### src/rtl/stage3_fetch_unit.sv
// Fetch stage: PC register, instruction-bus request handshake and IF/EX latch.
// Redirects landing on an in-flight bus transaction are absorbed by draining it.
module stage3_fetch_unit #(
    parameter logic [31:0] RESET_PC = 32'h0000_0200,
    parameter logic [31:0] NOP_INSN = 32'h0000_0013
) (
    input  logic        CLK,
    input  logic        RST,
    input  logic        pc_en,
    input  logic        npc_sel,
    input  logic [31:0] brj_addr,
    input  logic        insert_priv_pc,
    input  logic [31:0] priv_pc,
    input  logic        rollback,
    input  logic [31:0] rollback_pc,
    input  logic        iren,
    input  logic        suppress_iren,
    input  logic        if_ex_stall,
    input  logic        if_ex_flush,
    output logic        imem_ren,
    output logic [31:0] imem_addr,
    input  logic [31:0] imem_rdata,
    input  logic        imem_busy,
    output logic        i_mem_busy,
    output logic [31:0] pc_f,
    output logic        fetch_valid,
    output logic [31:0] fetch_instr,
    output logic [31:0] fetch_pc,
    output logic [31:0] fetch_pc4,
    output logic        fetch_mal
);

    typedef enum logic {FETCH, DRAIN} state_e;

    state_e      state_q, state_d;
    logic [31:0] pc_q, pc_d;
    logic [31:0] drain_addr_q, drain_addr_d;
    logic        valid_q, valid_d;
    logic [31:0] instr_q, instr_d;
    logic [31:0] lpc_q, lpc_d;
    logic        mal_q, mal_d;

    logic        aligned, fetch_req, fetch_done, redirect;
    logic [31:0] npc;

    always_comb begin
        aligned    = (pc_q[1:0] == 2'b00);
        fetch_req  = iren & ~suppress_iren;
        imem_addr  = pc_q;
        imem_ren   = 1'b0;
        fetch_done = 1'b0;
        if (state_q == DRAIN) begin
            // The bus transaction is never aborted, so keep presenting it.
            imem_addr = drain_addr_q;
            imem_ren  = ~RST;
        end else begin
            imem_ren   = fetch_req & aligned & ~RST;
            fetch_done = (imem_ren & ~imem_busy) | (fetch_req & ~aligned);
        end
        i_mem_busy = ~fetch_done;
        pc_f       = pc_q;

        redirect = pc_en & (insert_priv_pc | rollback | npc_sel);
        if (insert_priv_pc)  npc = priv_pc;
        else if (rollback)   npc = rollback_pc;
        else if (npc_sel)    npc = brj_addr;
        else                 npc = pc_q + 32'd4;
        pc_d = pc_en ? npc : pc_q;

        state_d      = state_q;
        drain_addr_d = drain_addr_q;
        if (state_q == FETCH) begin
            if (redirect & imem_ren & imem_busy) begin
                state_d      = DRAIN;
                drain_addr_d = pc_q;
            end
        end else if (!imem_busy) begin
            state_d = FETCH;
        end

        valid_d = valid_q;
        instr_d = instr_q;
        lpc_d   = lpc_q;
        mal_d   = mal_q;
        if (if_ex_flush) begin
            valid_d = 1'b0;
            instr_d = NOP_INSN;
            lpc_d   = 32'd0;
            mal_d   = 1'b0;
        end else if (!if_ex_stall) begin
            if (fetch_done) begin
                valid_d = 1'b1;
                lpc_d   = pc_q;
                mal_d   = ~aligned;
                instr_d = aligned ? imem_rdata : NOP_INSN;
            end else begin
                // Bubble keeps the last PC; only valid/instr/mal are cleared.
                valid_d = 1'b0;
                instr_d = NOP_INSN;
                mal_d   = 1'b0;
            end
        end
    end

    always_ff @(posedge CLK) begin
        if (RST) begin
            state_q      <= FETCH;
            pc_q         <= RESET_PC;
            drain_addr_q <= 32'd0;
            valid_q      <= 1'b0;
            instr_q      <= NOP_INSN;
            lpc_q        <= 32'd0;
            mal_q        <= 1'b0;
        end else begin
            state_q      <= state_d;
            pc_q         <= pc_d;
            drain_addr_q <= drain_addr_d;
            valid_q      <= valid_d;
            instr_q      <= instr_d;
            lpc_q        <= lpc_d;
            mal_q        <= mal_d;
        end
    end

    assign fetch_valid = valid_q;
    assign fetch_instr = instr_q;
    assign fetch_pc    = lpc_q;
    assign fetch_pc4   = lpc_q + 32'd4;
    assign fetch_mal   = mal_q;

endmodule
### config.mk
export PLATFORM = sky130hd
export DESIGN_NAME = stage3_fetch_unit
export DESIGN_NICKNAME = d
export VERILOG_FILES = /design/src/rtl/stage3_fetch_unit.sv
export SDC_FILE = /design/constraint.sdc
export NUM_CORES = 1
export LEC_CHECK = 0
export ABC_AREA = 0
export BUFFER_PORTS_ARGS = -buffer_cell sky130_fd_sc_hd__buf_2
export CAP_MARGIN = 20
export CORE_MARGIN = 1.5
export CORE_UTILIZATION = 52
export DETAILED_ROUTE_END_ITERATION = 7
export GPL_ROUTABILITY_DRIVEN = 0
export PLACE_DENSITY_LB_ADDON = 0.15
export RECOVER_POWER = 100
export REMOVE_ABC_BUFFERS = 1
export SETUP_SLACK_MARGIN = 0.3
export SLEW_MARGIN = 20
export SYNTH_ARGS = -nofsm -noshare
export SYNTH_HDL_FRONTEND = slang
export SYNTH_SLANG_ARGS = --single-unit
export TNS_END_PERCENT = 5
### constraint.sdc
create_clock -name CLK -period 4.91 [get_ports CLK]
set_input_delay 0.982 -clock CLK [delete_from_list [all_inputs] [get_ports CLK]]
set_output_delay 0.982 -clock CLK [all_outputs]
set_load 0.02 [all_outputs]
==> results.py, run 1 <==
metrics = {
    "worst_setup_path": {
        "crit_type": "in -> reg",
        "cp_num_buf_inv": 2,
        "crit_path_end_kind": "flop",
        "timing.rr.end": "fetch_pc[8]$_SDFFE_PP0P_",
        "reg2reg_from": "state_q$_SDFF_PP0_",
        "worstRegToRegCells": 6,
        "startpoint_type": "input pin",
        "cp.arrival_ns": 4.23,
        "slowest_delay_ns": 1.40,
        "cp_top_family": "buffers and inverters",
        "cpMaxStageDelayCell": "clkbuf_1",
        "crit_fanout": 43,
        "crit_path_cell_trace": "clkbuf_1 -> or2_0 -> o21ai_1 -> nor4b_4 -> buf_4 -> o21ai_0",
        "rrSetupSlack_ns": 1.01,
        "critical_path_required_ns": 5.20,
    },
    "clock_tree": {
        "cts_setup_buffers": 0,
        "clk_path_buf_depth": 2,
        "cts_sinks": 131,
        "worst_skew_pair.late_latency_ns": 0.42,
        "postCtsHoldBufs": 0,
        "clkSlewWorstSetupHoldPaths_ns": 0.05,
        "cts_made_buffers": 17,
        "cts_tree": "done",
        "htreeDepth": 4,
        "cts_resized": 0,
        "root_buffer": "clkbuf_16",
    },
    "cells_and_area": {
        "final_common_cell": "clkbuf_1",
        "area_delta_synth_final_pct": 26.8,
        "layout_common_cells": "168 x clkbuf_1, 157 x nand2_1, 138 x buf_2",
        "layoutNonFillerInstCount": 1352,
        "drive_above_1_share_pct": 17.9,
        "fin_nets": 1304,
        "fillers": 1293,
        "diodes": 0,
    },
    "timing": {
        "relSlewSlack_pct": -38.0,
        "hold_viol_final": 0,
        "setup_tns_ns": 0,
        "min_period_over_period_pct": 80.4,
        "fmax_mhz": 253,
        "finClkSkew_ns": 0.00467,
        "rsz0062_at_grt": "no",
        "tightest_slew_ns": 2.07,
        "period_needed_ns": 3.95,
        "holdWs_ns": 0.461,
        "slew_viol_final": 121,
        "finalSetupViolCount": 0,
    },
    "synth": {
        "avgSynthCellArea_sq_um": 7.75,
        "synth_flop_cell": "dfxtp_1",
        "ys_ff_latch": 131,
        "syn-cell-area_sq_mm": 0.00709,
        "synth_edf_count": 0,
        "synth_cell_types": 57,
        "seq_area_frac_synth_pct": 37.0,
        "yosys_warnings": 0,
        "async_reset_ff_share_pct": 0,
        "netlist_instances": 915,
    },
    "pwr": {
        "pwr-share-seq_pct": 40.2,
        "p_comb_share_pct": 12.6,
        "p_sw_share_pct": 26.8,
        "internal-power_mw": 2.09,
        "p_leak_nw": 3.25,
        "switching_power_mw": 0.768,
        "powerDensity_mw_per_mm2": 318,
        "peakVddDrop_v": 0.000248,
        "pwr-share-clk_pct": 47.1,
    },
    "worst_hold_path": {
        "hold_start": "fetch_valid$_SDFFE_PP0N_",
        "hold_path.class": "reg -> reg",
        "min_to": "fetch_valid$_SDFFE_PP0N_",
        "holdPathStages": 2,
    },
    "floorplan": {
        "core-area_sq_mm": 0.0133,
        "fp.dieH_um": 120,
        "rows": 42,
        "io_pins": 303,
        "dieArea_sq_mm": 0.0143,
        "initial_core_util_pct": 53.3,
        "die_w_um": 120,
    },
    "outcome": {
        "outcome": "finished, violations left",
        "violations": "capacitance limit, slew limit",
    },
    "route": {
        "routed_via_density": 5.85,
        "final_antenna_net_count": 0,
        "route.detailed.drc": 0,
        "wl_per_cell_um": 17.8,
        "route.vias.total": 7912,
        "drt_iter0_drc": 638,
        "wl_um": 24000,
        "dr.pass1.iters": 5,
    },
    "global_routing": {
        "gr-total-overflow": 0,
        "grt_max_degree": 45,
        "grtUsageTotal_pct": 32.6,
        "antenna_found_initial": 0,
        "grt_first_pass_wirelength_um": 37100,
        "grt_pass1_vias": 7058,
    },
    "placement": {
        "place_hpwl_um": 16900,
        "placed_cells": 1320,
        "port_buffers": 302,
    },
    "flow_run": {
        "max_cap_viol_count": 4,
    },
}
==> registers in the layout (all words and copies together) (netlist names) <==
| signal | flops |
|---|---|
| fetch_instr | 32 |
| fetch_pc | 32 |
| fetch_mal | 1 |
| pc_f | 32 |
| drain_addr_q | 32 |
| fetch_valid | 1 |
| state_q | 1 |
==> metal layers <==
layer	vias up	global-route usage [%]	wire length (um)
li1	3739	-	-
met5	-	0	0
met3	49	5.80	1880
met1	3726	42.7	10100
met4	0	11.3	535
met2	398	54.3	11500
==> stage by stage <==
step / power, mW / worst slack (ns) / area (sq um) / utilization [%]
after floorplan: 1.35 / 1.19 / 6740 / -
final: 2.86 / 0.964 / 8990 / 67.6
after global routing: 2.95 / 0.716 / 8990 / 67.6
after global placement: 1.54 / 1.71 / 8570 / 64.4
after CTS: 2.88 / 1.59 / 9210 / 69.3
after detailed placement: 1.54 / 1.67 / 8580 / 64.5
==> power groups by stage <==
stage | clock network (mW) | logic (mW) | registers, mW
after floorplan | 0 | 0.171 | 1.18
after global placement | 0 | 0.365 | 1.17
after detailed placement | 0 | 0.368 | 1.17
after CTS | 1.36 | 0.370 | 1.15
after global routing | 1.40 | 0.388 | 1.16
final | 1.35 | 0.361 | 1.15
==> cell usage after synthesis (9+ instances only) <==
| cell type | n | share of area (%) |
|---|---|---|
| nor3_1 | 11 | 0.78 |
| nand2b_1 | 48 | 4.2 |
| nand2_1 | 157 | 8.3 |
| mux2_2 | 26 | 4.1 |
| clkbuf_1 | 59 | 3.1 |
| o22ai_1 | 16 | 1.4 |
| nor4_1 | 9 | 0.79 |
| inv_1 | 13 | 0.69 |
| a21oi_1 | 61 | 4.3 |
| nor2_1 | 62 | 3.3 |
| nand4_1 | 15 | 1.3 |
| dfxtp_1 | 131 | 37 |
| nand3_1 | 24 | 1.7 |
| buf_2 | 14 | 0.99 |
| a221oi_1 | 21 | 2.6 |
| and3_1 | 19 | 1.7 |
| o21ai_0 | 48 | 3.4 |
| a22oi_1 | 31 | 3.3 |
| xnor2_1 | 35 | 4.3 |
==> cells by family after synthesis <==
group                    share of synthesized area (%)
AND/OR/NAND/NOR                                   26.4
AO/OA/AOI/OAI                                     20.7
flip-flops                                        37.0
buffers and inverters                             5.70
XOR/XNOR                                          5.07
multiplexers                                      4.84
adder cells (fa/ha/maj)                          0.353
==> how the worst max path moves through the flow <==
stage               cells past startpoint                             to  slack [ns]                      from
CTS                                     6                  fetch_pc4[26]        1.59  fetch_pc[2]$_SDFFE_PP0P_
finish                                  6  drain_addr_q[28]$_SDFFE_PP0P_        0.96                  rollback
global route                            6      fetch_pc[29]$_SDFFE_PP0P_        0.72        state_q$_SDFF_PP0_
floorplan                               4  drain_addr_q[10]$_SDFFE_PP0P_        1.19             suppress_iren
global placement                        6          pc_f[28]$_SDFFE_PP0P_        1.71                  rollback
detailed placement                      6  drain_addr_q[23]$_SDFFE_PP0P_        1.67                  rollback
==> area by class of cell <==
cell class | instances | area (sq um) | share of cell area [%]
Timing Repair Buffer | 314 | 1400 | 15.5
Tap cell | 176 | 220 | 2.45
Clock buffer | 20 | 447 | 4.97
Sequential cell | 131 | 2620 | 29.2
Clock inverter | 12 | 180 | 2.01
Inverter | 15 | 56.3 | 0.627
Multi-Input combinational cell | 684 | 4060 | 45.2
==> worst reg2reg max path, delay by kind of cell, from the launching register on <==
| kind | cells | cell delay, ns |
|---|---|---|
| DFF | 1 | 1.72 |
| AOI/OAI and AO/OA | 2 | 0.45 |
| and+or+nand+nor | 3 | 0.52 |
| buffers and inverters | 1 | 1.14 |
No activity file was read; power rests on OpenSTA's default activity.
==> inputs of run 2 (changes only) <==
Settings changed: CORE_UTILIZATION 52 to 48.
Clock period 4.91 ns to 3.8 ns, I/O delays scaled along.
==> results.py, run 2 (synthesis results as in run 1) <==
metrics = {
    "timing": {
        "rsz0062_at_grt": "no",
        "period_needed_ns": 3.17,
        "finalSetupViolCount": 0,
        "finClkSkew_ns": 0.00566,
        "hold_viol_final": 0,
        "min_period_over_period_pct": 83.4,
        "slew_viol_final": 0,
        "setup_tns_ns": 0,
        "tightest_slew_ns": 1.44,
        "fmax_mhz": 316,
        "relSlewSlack_pct": 3.73,
        "holdWs_ns": 0.468,
    },
    "global_routing": {
        "gr-total-overflow": 0,
        "grtUsageTotal_pct": 29.7,
        "grt_pass1_vias": 6959,
        "grt_first_pass_wirelength_um": 37100,
        "grt_max_degree": 64,
        "antenna_found_initial": 0,
    },
    "pwr": {
        "powerDensity_mw_per_mm2": 417,
        "peakVddDrop_v": 0.000303,
        "internal-power_mw": 2.79,
        "pwr-share-seq_pct": 39.5,
        "pwr-share-clk_pct": 48.2,
        "p_sw_share_pct": 26.0,
        "switching_power_mw": 0.979,
        "p_leak_nw": 3.28,
        "p_comb_share_pct": 12.3,
    },
    "worst_setup_path": {
        "rrSetupSlack_ns": 0.69,
        "crit_type": "in -> reg",
        "worstRegToRegCells": 6,
        "cp.arrival_ns": 3.44,
        "crit_path_end_kind": "flop",
        "cp_num_buf_inv": 2,
        "worst_path_most_repeated_cell": "o21ai_0",
        "cpMaxStageDelayCell": "clkbuf_1",
        "slowest_delay_ns": 0.87,
        "startpoint_type": "input pin",
        "critical_path_depth": 5,
        "timing.rr.end": "fetch_pc[5]$_SDFFE_PP0P_",
        "reg2reg_from": "state_q$_SDFF_PP0_",
        "cp_top_family": "buffers and inverters",
        "crit_path_cell_trace": "clkbuf_1 -> o21ai_0 -> nor4b_4 -> clkbuf_2 -> o21ai_0",
        "critical_path_required_ns": 4.07,
        "crit_fanout": 38,
        "endpoint": "drain_addr_q[31]$_SDFFE_PP0P_",
        "crit_start": "insert_priv_pc",
    },
    "clock_tree": {
        "htreeDepth": 4,
        "worst_skew_pair.late_latency_ns": 0.42,
        "root_buffer": "clkbuf_16",
        "clkSlewWorstSetupHoldPaths_ns": 0.06,
        "cts_setup_buffers": 0,
        "cts_sinks": 131,
        "cts_resized": 0,
        "clk_path_buf_depth": 2,
        "postCtsHoldBufs": 0,
        "cts_made_buffers": 17,
        "cts_tree": "done",
    },
    "route": {
        "dr.pass1.iters": 7,
        "drt_iter0_drc": 646,
        "final_antenna_net_count": 0,
        "route.detailed.drc": 0,
        "route.vias.total": 7751,
        "routed_via_density": 5.69,
        "wl_um": 23800,
        "wl_per_cell_um": 17.5,
    },
    "floorplan": {
        "io_pins": 303,
        "dieArea_sq_mm": 0.0155,
        "die_w_um": 125,
        "rows": 44,
        "core-area_sq_mm": 0.0145,
        "initial_core_util_pct": 49.0,
        "fp.dieH_um": 125,
    },
    "cells_and_area": {
        "diodes": 0,
        "final_common_cell": "clkbuf_1",
        "seqCellArea_sq_mm": 0.00262,
        "fillers": 1454,
        "layout_common_cells": "169 x clkbuf_1, 157 x nand2_1, 137 x buf_2",
        "area_delta_synth_final_pct": 27.4,
        "drive_above_1_share_pct": 18.2,
        "multi_input_area_sq_mm": 0.00407,
        "fin_nets": 1306,
    },
    "placement": {
        "place_hpwl_um": 16900,
        "port_buffers": 302,
    },
    "outcome": {
        "outcome": "finished clean",
    },
    "worst_hold_path": {
        "hold_path.class": "reg -> reg",
    },
    "flow_run": {
        "max_cap_viol_count": 0,
    },
}
-- run 2: layout make-up --
type / count / share of cell area [%]
inverters: 15 / 0.624
well taps: 184 / 2.55
clock inverters: 13 / 2.29
repair buffers: 316 / 15.4
flip-flops and latches: 131 / 29.1
multi-input cells: 684 / 45.0
clock buffers: 19 / 5.02
-- run 2: routing by layer --
metal | GRT usage, % | vias up | wire [um]
li1 | - | 3750 | -
met2 | 48.8 | 361 | 11200
met5 | 0 | - | 0
met1 | 38.8 | 3588 | 10400
met4 | 8.99 | 0 | 564
met3 | 6.87 | 52 | 1690
-- run 2: worst min-delay path, cell delays in order (launching register included) --
cell	delay (ns)
dfxtp_1	0.31
nand2b_1	0.06
o21ai_1	0.05
-- run 2: worst min-delay path by stage --
stage | slack (ns) | cells past startpoint | endpoint | start
floorplan | 0.44 | 2 | drain_addr_q[24]$_SDFFE_PP0P_ | drain_addr_q[24]$_SDFFE_PP0P_
global placement | 0.45 | 2 | fetch_valid$_SDFFE_PP0N_ | fetch_valid$_SDFFE_PP0N_
detailed placement | 0.46 | 2 | drain_addr_q[28]$_SDFFE_PP0P_ | drain_addr_q[28]$_SDFFE_PP0P_
CTS | 0.47 | 2 | fetch_valid$_SDFFE_PP0N_ | fetch_valid$_SDFFE_PP0N_
global route | 0.49 | 2 | drain_addr_q[23]$_SDFFE_PP0P_ | drain_addr_q[23]$_SDFFE_PP0P_
finish | 0.47 | 2 | drain_addr_q[24]$_SDFFE_PP0P_ | drain_addr_q[24]$_SDFFE_PP0P_
-- run 2: power by group through the flow --
stage               combinational (mW)  clock [mW]  sequential, mW
floorplan                        0.221           0            1.52
global placement                 0.473           0            1.51
detailed placement               0.474           0            1.51
CTS                              0.477        1.83            1.48
global route                     0.500        1.90            1.49
finish                           0.462        1.82            1.49
-- run 2: stage by stage --
stage	total power [mW]	utilization, %	std cells	setup WS [ns]	instance area [sq um]
after floorplan	1.74	-	830	0.268	6740
after global placement	1.99	59.4	1330	1.17	8600
after detailed placement	1.99	59.4	1330	1.11	8600
after CTS	3.79	64.0	1362	0.712	9260
after global routing	3.89	62.4	1362	0.358	9030
final	3.77	62.4	1362	0.632	9030
